`src/rtl/uart_rx_pkg.sv`:
```
// rtl/uart_rx_pkg.sv - shared state encoding and frame constants for the UART receiver
package uart_rx_pkg;

  typedef enum logic [2:0] {
    IDLE,
    START,
    DATA,
    STOP,
    WAIT_IDLE
  } rx_state_t;

  localparam int DATA_BITS  = 8;
  localparam int OVERSAMPLE = 16;

endpackage

```
`src/rtl/uart_rx_fifo.sv`:
```
// rtl/uart_rx_fifo.sv - show-ahead byte buffer between the receiver and the reader
module uart_rx_fifo #(
  parameter int DEPTH = 4,
  parameter int WIDTH = 8
) (
  input  logic             clk,
  input  logic             rst,
  input  logic             push,
  input  logic [WIDTH-1:0] wdata,
  input  logic             pop,
  output logic [WIDTH-1:0] rdata,
  output logic             full,
  output logic             empty
);

  localparam int AW = $clog2(DEPTH);
  localparam logic [AW:0] FULL_CNT = (AW+1)'(DEPTH);

  logic [WIDTH-1:0] mem [DEPTH];
  logic [AW-1:0]    wr_ptr;
  logic [AW-1:0]    rd_ptr;
  logic [AW:0]      count;
  logic             do_push;
  logic             do_pop;

  assign empty   = (count == '0);
  assign full    = (count == FULL_CNT);
  assign do_pop  = pop && !empty;
  // a pop in the same cycle frees the slot, so a full buffer still accepts the push
  assign do_push = push && (!full || do_pop);
  assign rdata   = mem[rd_ptr];

  always_ff @(posedge clk) begin
    if (rst) begin
      wr_ptr <= '0;
      rd_ptr <= '0;
      count  <= '0;
      for (int i = 0; i < DEPTH; i++) begin
        mem[i] <= '0;
      end
    end else begin
      if (do_push) begin
        mem[wr_ptr] <= wdata;
        wr_ptr      <= wr_ptr + 1'b1;
      end
      if (do_pop) begin
        rd_ptr <= rd_ptr + 1'b1;
      end
      case ({do_push, do_pop})
        2'b10:   count <= count + 1'b1;
        2'b01:   count <= count - 1'b1;
        default: count <= count;
      endcase
    end
  end

endmodule

```
`src/rtl/uart_rx.sv`:
```
// rtl/uart_rx.sv - 8N1 serial receiver with 16x oversampling feeding a small byte buffer
module uart_rx
  import uart_rx_pkg::*;
#(
  parameter int CLK_FREQ   = 100000000,
  parameter int BAUD_RATE  = 115200,
  parameter int FIFO_DEPTH = 4
) (
  input  logic       clk,
  input  logic       rst,
  input  logic       rx,
  input  logic       rd_en,
  output logic [7:0] rd_data,
  output logic       empty,
  output logic       frame_err,
  output logic       overflow
);

  localparam int SAMPLE_DIV = CLK_FREQ / (BAUD_RATE * OVERSAMPLE);
  localparam int PW = (SAMPLE_DIV > 1) ? $clog2(SAMPLE_DIV) : 1;
  localparam int TW = $clog2(OVERSAMPLE);
  localparam int IW = $clog2(DATA_BITS);
  localparam logic [PW-1:0] PRESC_MAX = PW'(SAMPLE_DIV - 1);
  localparam logic [TW-1:0] TICK_LAST = TW'(OVERSAMPLE - 1);
  localparam logic [TW-1:0] TICK_MID  = TW'(OVERSAMPLE / 2 - 1);
  localparam logic [IW-1:0] BIT_LAST  = IW'(DATA_BITS - 1);

  rx_state_t            state;
  logic                 rx_meta;
  logic                 rx_sync;
  logic [PW-1:0]        presc;
  logic [TW-1:0]        tick_cnt;
  logic [IW-1:0]        bit_idx;
  logic [DATA_BITS-1:0] shift;
  logic                 tick;
  logic                 push;
  logic                 full;

  assign tick = (presc == PRESC_MAX);
  // the stop-bit sample cycle itself writes the byte into the buffer
  assign push = (state == STOP) && tick && (tick_cnt == TICK_LAST) && rx_sync;

  always_ff @(posedge clk) begin
    if (rst) begin
      state     <= IDLE;
      rx_meta   <= 1'b1;
      rx_sync   <= 1'b1;
      presc     <= '0;
      tick_cnt  <= '0;
      bit_idx   <= '0;
      shift     <= '0;
      frame_err <= 1'b0;
      overflow  <= 1'b0;
    end else begin
      rx_meta   <= rx;
      rx_sync   <= rx_meta;
      frame_err <= 1'b0;
      overflow  <= push && full && !(rd_en && !empty);

      if (state == IDLE || tick) begin
        presc <= '0;
      end else begin
        presc <= presc + 1'b1;
      end

      case (state)
        IDLE: begin
          tick_cnt <= '0;
          if (!rx_sync) begin
            state <= START;
          end
        end
        START: begin
          if (tick) begin
            if (tick_cnt == TICK_MID) begin
              tick_cnt <= '0;
              bit_idx  <= '0;
              state    <= rx_sync ? IDLE : DATA;
            end else begin
              tick_cnt <= tick_cnt + 1'b1;
            end
          end
        end
        DATA: begin
          if (tick) begin
            tick_cnt <= tick_cnt + 1'b1;
            if (tick_cnt == TICK_LAST) begin
              shift[bit_idx] <= rx_sync;
              bit_idx        <= bit_idx + 1'b1;
              if (bit_idx == BIT_LAST) begin
                state <= STOP;
              end
            end
          end
        end
        STOP: begin
          if (tick) begin
            tick_cnt <= tick_cnt + 1'b1;
            if (tick_cnt == TICK_LAST) begin
              if (rx_sync) begin
                state <= IDLE;
              end else begin
                frame_err <= 1'b1;
                state     <= WAIT_IDLE;
              end
            end
          end
        end
        WAIT_IDLE: begin
          if (rx_sync) begin
            state <= IDLE;
          end
        end
        default: state <= IDLE;
      endcase
    end
  end

  uart_rx_fifo #(
    .DEPTH(FIFO_DEPTH),
    .WIDTH(DATA_BITS)
  ) u_fifo (
    .clk  (clk),
    .rst  (rst),
    .push (push),
    .wdata(shift),
    .pop  (rd_en),
    .rdata(rd_data),
    .full (full),
    .empty(empty)
  );

endmodule

```
`config.mk`:
```
export PLATFORM = sky130hd
export DESIGN_NAME = uart_rx
export DESIGN_NICKNAME = d
export VERILOG_FILES = /design/src/rtl/uart_rx_pkg.sv /design/src/rtl/uart_rx_fifo.sv /design/src/rtl/uart_rx.sv
export SDC_FILE = /design/constraint.sdc
export NUM_CORES = 1
export LEC_CHECK = 0
export CORE_AREA = 2 2 88 90
export CTS_CLUSTER_SIZE = 30
export DETAILED_ROUTE_END_ITERATION = 8
export DIE_AREA = 0 0 90 92
export SETUP_SLACK_MARGIN = 0.2
export SLEW_MARGIN = 10
export SYNTH_ARGS = -nofsm -noshare
export SYNTH_HDL_FRONTEND = slang
export SYNTH_HIERARCHICAL = 1
export SYNTH_SLANG_ARGS = --single-unit
```
`constraint.sdc`:
```
create_clock -name clk -period 5.1 [get_ports clk]
set_input_delay 1.275 -clock clk [delete_from_list [all_inputs] [get_ports clk]]
set_output_delay 1.275 -clock clk [all_outputs]
set_load 0.01 [all_outputs]
```
# Word level (Yosys, flattened, before mapping)
# Memories as Yosys holds them, arrays and structs flattened. A register that Yosys moved wholly into a read port is not among the register bits.
# Index checks and enable logic that the tools add are counted.
# word_totals
register_bits	35
mem_bits_rw	32
inputBits	4
word_cells	108
mem_count	1
# mem_list
memory	depth	width	read_ports	rd_clocked_by_memory_dff	write_ports	line_no	rtl
u_fifo.mem	4	8	1	1	4	uart_rx_fifo.sv:19	logic [WIDTH-1:0] mem [DEPTH];
# op_classes
n_addsub	7
order_cmp	2
eq_ne	21
mux	36
bitwise_logic	3
n_reduce_logical	26
# op_table
operator	count
3-bit 2-to-1 mux	14
2-bit != test, second input constant	8
3-bit one-hot mux with 5 select lines	1
4-bit 2-to-1 mux	3
3-bit one-hot mux with 2 select lines	2
4-bit one-hot mux with 3 select lines	1
3-bit == test, second input constant	3
9-bit AND reduction	1
8-bit bitwise mux	1
1-bit logical AND	8
1-bit 2-to-1 mux	8
2-bit 2-to-1 mux	4
8-bit 2-to-1 mux	1
8-bit OR reduction	1
3-bit by 1-bit adder with 3-bit output, second input constant	2
6-bit by 1-bit adder with 6-bit output, second input constant	1
3-bit by 2-bit == test with 1-bit output, second input constant	2
6-bit == test, second input constant	1
3-bit zero test	2
3-bit AND reduction	2
5-bit AND reduction	1
2-bit by 1-bit adder with 2-bit output, second input constant	2
4-bit by 1-bit adder with 4-bit output, second input constant	1
4-bit by 3-bit == test with 1-bit output, second input constant	1
other kinds (16)	24

# Depth between registers and ports, before layout
# logic_depth
depth_word	10
ltp_mapped	13
depth_no_buf	13

# By module
# The synthesis kept the hierarchy.
# by_module_without_submodules
mod	n_inst	cells_each	area_per_inst_um2	seq_area_each_um2
uart_rx_fifo	1	131	1853.0	1141.1
uart_rx	1	159	1405.1	560.5

# Worst setup path before layout
# No wires, ideal clock.
# synth_timing
path_type	input port to flip-flop
start	in rd_en
end	reg u_fifo.count[2]
setup_time_ns	0.071
arrival_ns	3.005
path_slack_ns	2.025
cell_stages	9
path_buffers	0
path_cell_list	nor4b_4 > nor2b_1 > inv_1 > ha_1 > inv_1 > fa_1 > xor2_1 > or3_1 > a21oi_1
# synth_via
elab_chain_cells	5
# synth_rtl
element	line_no	rtl
from (decl)	uart_rx.sv:12	input logic rd_en,
1-bit logical AND *	uart_rx_fifo.sv:28	assign do_pop = pop && !empty;
1-bit logical OR	uart_rx_fifo.sv:30	assign do_push = push && (!full || do_pop);
1-bit logical AND	uart_rx_fifo.sv:30	
2-bit by 1-bit == test with 1-bit output or 2-bit == test (tied branches)	uart_rx_fifo.sv:49	case ({do_push, do_pop})
3-bit one-hot mux with 2 select lines or 2-bit nonzero test (tied branches)	--	
to (signal assigned)	uart_rx_fifo.sv:50	2'b10: count <= count + 1'b1;
to (signal assigned)	uart_rx_fifo.sv:51	2'b01: count <= count - 1'b1;
to (signal assigned)	uart_rx_fifo.sv:52	default: count <= count;
to (decl)	uart_rx_fifo.sv:22	logic [AW:0] count;
# Every way passes the cells marked *; elsewhere a longest branch is shown, timed or not.
# A chain may end at the register's enable or synchronous reset.

# Worst setup path after layout
# Same ends and word-level chain as after synthesis.

==> out/results.md <==
| Item | Value | Unit |
| --- | --- | --- |
| Clock transition at path regs | 0.07 | ns |
| Width of the die | 90 | um |
| Boundary Pins | 15 | - |
| Register-to-register setup slack | 2.00 | ns |
| Fill count | 696 | - |
| P per Cell Area | 310 | nW/um^2 |
| Cells traversed along the worst timing path | clkdlybuf4s50_1, nor4b_4, nor2b_1, inv_1, ha_1, inv_1, fa_1, xor2_1, or3_1, a21oi_1 | - |
| Port-buffer cells | 14 | - |
| Hold Startpoint | rx_meta$_SDFF_PP1_ | - |
| Total of cells resized after clock tree synthesis | 0 | - |
| Shortest period the worst path allows | 3.43 | ns |
| Largest driver fanout on the critical path | 7 | - |
| Sw Share | 19.7 | % |
| Total leakage power | 1.30 | nW |
| Delay-heaviest family, CP | simple AND/OR/NAND/NOR gates | - |
| Ratio of cells with drive above 1 in the final layout | 14.0 | % |
| Cell type with the largest total area after synthesis | edfxtp_1 | - |
| Number of buffers created by CTS | 9 | - |
| FF-to-FF path depth | 12 | - |
| Layout Utilization | 50.0 | % |
| Setup Buffers After CTS | 0 | - |
| Clock root cell | clkbuf_8 | - |
| Total standard cell area after synthesis | 3260 | um^2 |
| Die footprint | 8280 | um^2 |
| Number of sinks handled by clock tree synthesis | 69 | - |
| Via count of the first global-routing pass | 1982 | - |
| Path category of the worst min-delay check | register to register | - |
| Final worst path period share | 67.3 | % |
| Top cells by area in the synthesized netlist | edfxtp_1 (29%), dfxtp_1 (23%), and2_1 (6.7%) | - |
| Final net count | 314 | - |
| Synth cell types | 52 | - |
| Worst hold endpoint | rx_sync$_SDFF_PP1_ | - |
| Sequential cell fraction of total power | 51.3 | % |
| Total inserted antenna cells | 0 | - |
| Die span in y | 92 | um |
| Gate count of the mapped netlist | 290 | - |
| Sequential-to-total area share from yosys stat | 52.2 | % |
| Slowest cell on crit path | clkdlybuf4s50_1 | - |
| Upper clock frequency limit | 291 | MHz |
| All-layer global routing usage | 15.4 | % |
| Worst Setup Start Kind | input pin | - |
| Clk_lat worst skew | 0.34 | ns |
| Global-route wire length before repair | 9890 | um |
| Effective utilization at floorplan | 43.8 | % |
| Most instantiated cells after synthesis | dfxtp_1 (37), and2_1 (35), edfxtp_1 (32), nor2_1 (18), a21oi_1 (16) | - |
| Maximum root-to-sink buffer count | 2 | - |
| Reg-to-Reg End | u_fifo/count[2]$_SDFFE_PP0P_ | - |
| Required time worst endpoint | 5.37 | ns |
| Average wire per standard cell | 13.9 | um |
| Nets in the synthesized netlist | 301 | - |
| Clock tree from TritonCTS | yes | - |
| Normalized max-slew margin | 35.1 | % |
| Number of levels the H-tree was split into | 3 | - |
| Count leader, synth | dfxtp_1 | - |
| Fraction of power consumed by the clock network | 46.1 | % |
| Path length in cells of the critical path | 10 | - |
| Largest net degree at the start of global routing | 38 | - |
| Worst IR drop on VDD | 0.143 | mV |
| Combinational share of power | 2.6 | % |
| Number of cell rows | 32 | - |
| Number of enable flip-flop cells after synthesis | 32 | - |
| Startpoint of the most critical register-to-register path | tick_cnt[0]$_SDFFE_PP0P_ | - |
| Endpoint class of the critical path | register | - |
| Data arrival time of the worst path | 3.70 | ns |
| Max Clock Skew | 0.0106 | ns |
| Internal power | 926 | uW |
| Number of nets with antenna violations after routing | 0 | - |
| Library cell appearing most often on the critical path | inv_1 | - |
| Area of the placeable core | 7450 | um^2 |
| Proportion of register bits with asynchronous set or reset after synthesis | 0 | % |
| Number of warnings issued by yosys | 6 | - |
| Number of vias in the routed layout | 2093 | - |
| Final setup violation count | 0 | - |
| Final Slew Violations | 0 | - |
| Area share of the largest cell type after synthesis | 29.5 | % |
| Post-detailed-placement half-perimeter wirelength | 3960 | um |
| Max Cap Violations | 0 | - |
| Remaining design rule violation count | 0 | - |
| Via-to-Cell Ratio | 5.10 | - |
| CP max stage delay | 0.49 | ns |
| Setup tns final | 0 | ns |
| Count of buffering cells on the critical path with inverters included | 3 | - |
| Crit Path Class | input pin to register | - |
| Total Routed Length | 5710 | um |
| Worst hold path cell count | 1 | - |
| Count of TritonRoute iterations in the first routing pass | 4 | - |
| CTS hold repair buffers | 0 | - |
| Sw power | 227 | uW |
| Number of antenna violations at the first check in global routing | 0 | - |
| Gr ovfl total | 0 | - |
| Result of the run | finished, final reports clean | - |
| Unrepaired setup endpoints after global routing | false | - |
| Gpl congestion | 0.705 | - |
| Endpoints failing hold | 0 | - |
| Violation count after the first detailed-route iteration | 81 | - |
| Number of synthesized register bits | 69 | - |
| Synth Flop Type | dfxtp_1 | - |
| Average footprint of a synthesized cell | 11.2 | um^2 |
| Worst-margin pin slew | 0.972 | ns |
| Synth-to-Final Area Change | 14.2 | % |
==> layout by cell type, fill, tap and decap left out, types with 2 or more instances in the layout <==
cell type        instances
or2_2                    3
a31o_2                   4
bufinv_16                3
a211oi_1                 2
or3_1                    5
nor2_1                  18
dfxtp_1                 37
mux4_2                   8
nand3_1                  4
clkdlybuf4s50_1         14
a31oi_1                  2
a21oi_1                 16
nand2b_1                 7
nand4_1                  7
xor2_1                   5
and3_1                   3
inv_1                   12
nor3b_1                  4
and2_1                  35
nand4b_1                 7
nand2_1                  8
nand3b_1                 2
nor2b_1                  4
clkinv_4                 2
xnor2_1                  2
buf_4                    2
o21ai_0                 12
mux2i_1                  3
edfxtp_1                32
ha_1                     6
clkbuf_8                 9
nor3_1                   6
==> routing by layer <==
metal | global-route usage [%] | routed length (um)
met4 | 7.31 | 76
met2 | 23.9 | 2710
met5 | 0 | 0
met3 | 3.20 | 192
met1 | 20.6 | 2720
==> final cells by class <==
cell class | count | area (um^2) | share of cell area, %
Clock buffer | 10 | 128 | 3.43
Clock inverter | 6 | 113 | 3.03
Inverter | 12 | 45.0 | 1.21
Multi-Input combinational cell | 195 | 1450 | 39.0
Sequential cell | 69 | 1700 | 45.7
Tap cell | 102 | 128 | 3.43
Timing Repair Buffer | 16 | 155 | 4.17
==> per-stage QoR <==
step	area, um^2	power, mW	worst slack [ns]	hold WS, ns	std cells
finish	3720	1.15	1.67	0.414	410
global route	3720	1.20	1.52	0.430	410
CTS	3720	1.17	1.67	0.421	410
detailed placement	3480	0.635	1.32	0.398	394
global placement	3480	0.634	1.39	0.398	394
floorplan	3260	0.622	2.02	0.389	290
==> worst max-delay path by stage <==
stage,from,slack [ns],endpoint
floorplan,rd_en,2.02,u_fifo/count[2]$_SDFFE_PP0P_
global placement,rd_en,1.39,u_fifo/count[2]$_SDFFE_PP0P_
detailed placement,rd_en,1.32,u_fifo/count[2]$_SDFFE_PP0P_
CTS,rd_en,1.67,u_fifo/count[2]$_SDFFE_PP0P_
global route,rd_en,1.52,u_fifo/count[2]$_SDFFE_PP0P_
finish,rd_en,1.67,u_fifo/count[2]$_SDFFE_PP0P_
==> power groups by stage <==
stage	combinational [mW]	clock [mW]	sequential, mW
CTS	0.0307	0.548	0.591
global route	0.0333	0.572	0.593
global placement	0.0302	0	0.604
detailed placement	0.0306	0	0.604
finish	0.0300	0.532	0.591
floorplan	0.0206	0	0.601
==> kinds of logic after synthesis <==
group	share of synthesized area, %
and+or+nand+nor	24.6
DFF	52.2
AOI/OAI and AO/OA	8.37
buffers and inverters	3.19
muxes	6.80
xor gates and xnor gates	1.88
adders and majority gates	2.92
==> sequential cells by signal (all words and copies together), names as in the netlist, named ones only <==
register	count
frame_err	1
bit_idx	3
rx_meta	1
shift	8
state	3
overflow	1
u_fifo/mem	32
presc	6
u_fifo/count	3
u_fifo/rd_ptr	2
tick_cnt	4
rx_sync	1
u_fifo/wr_ptr	2
(Power assumes the default switching activity.)
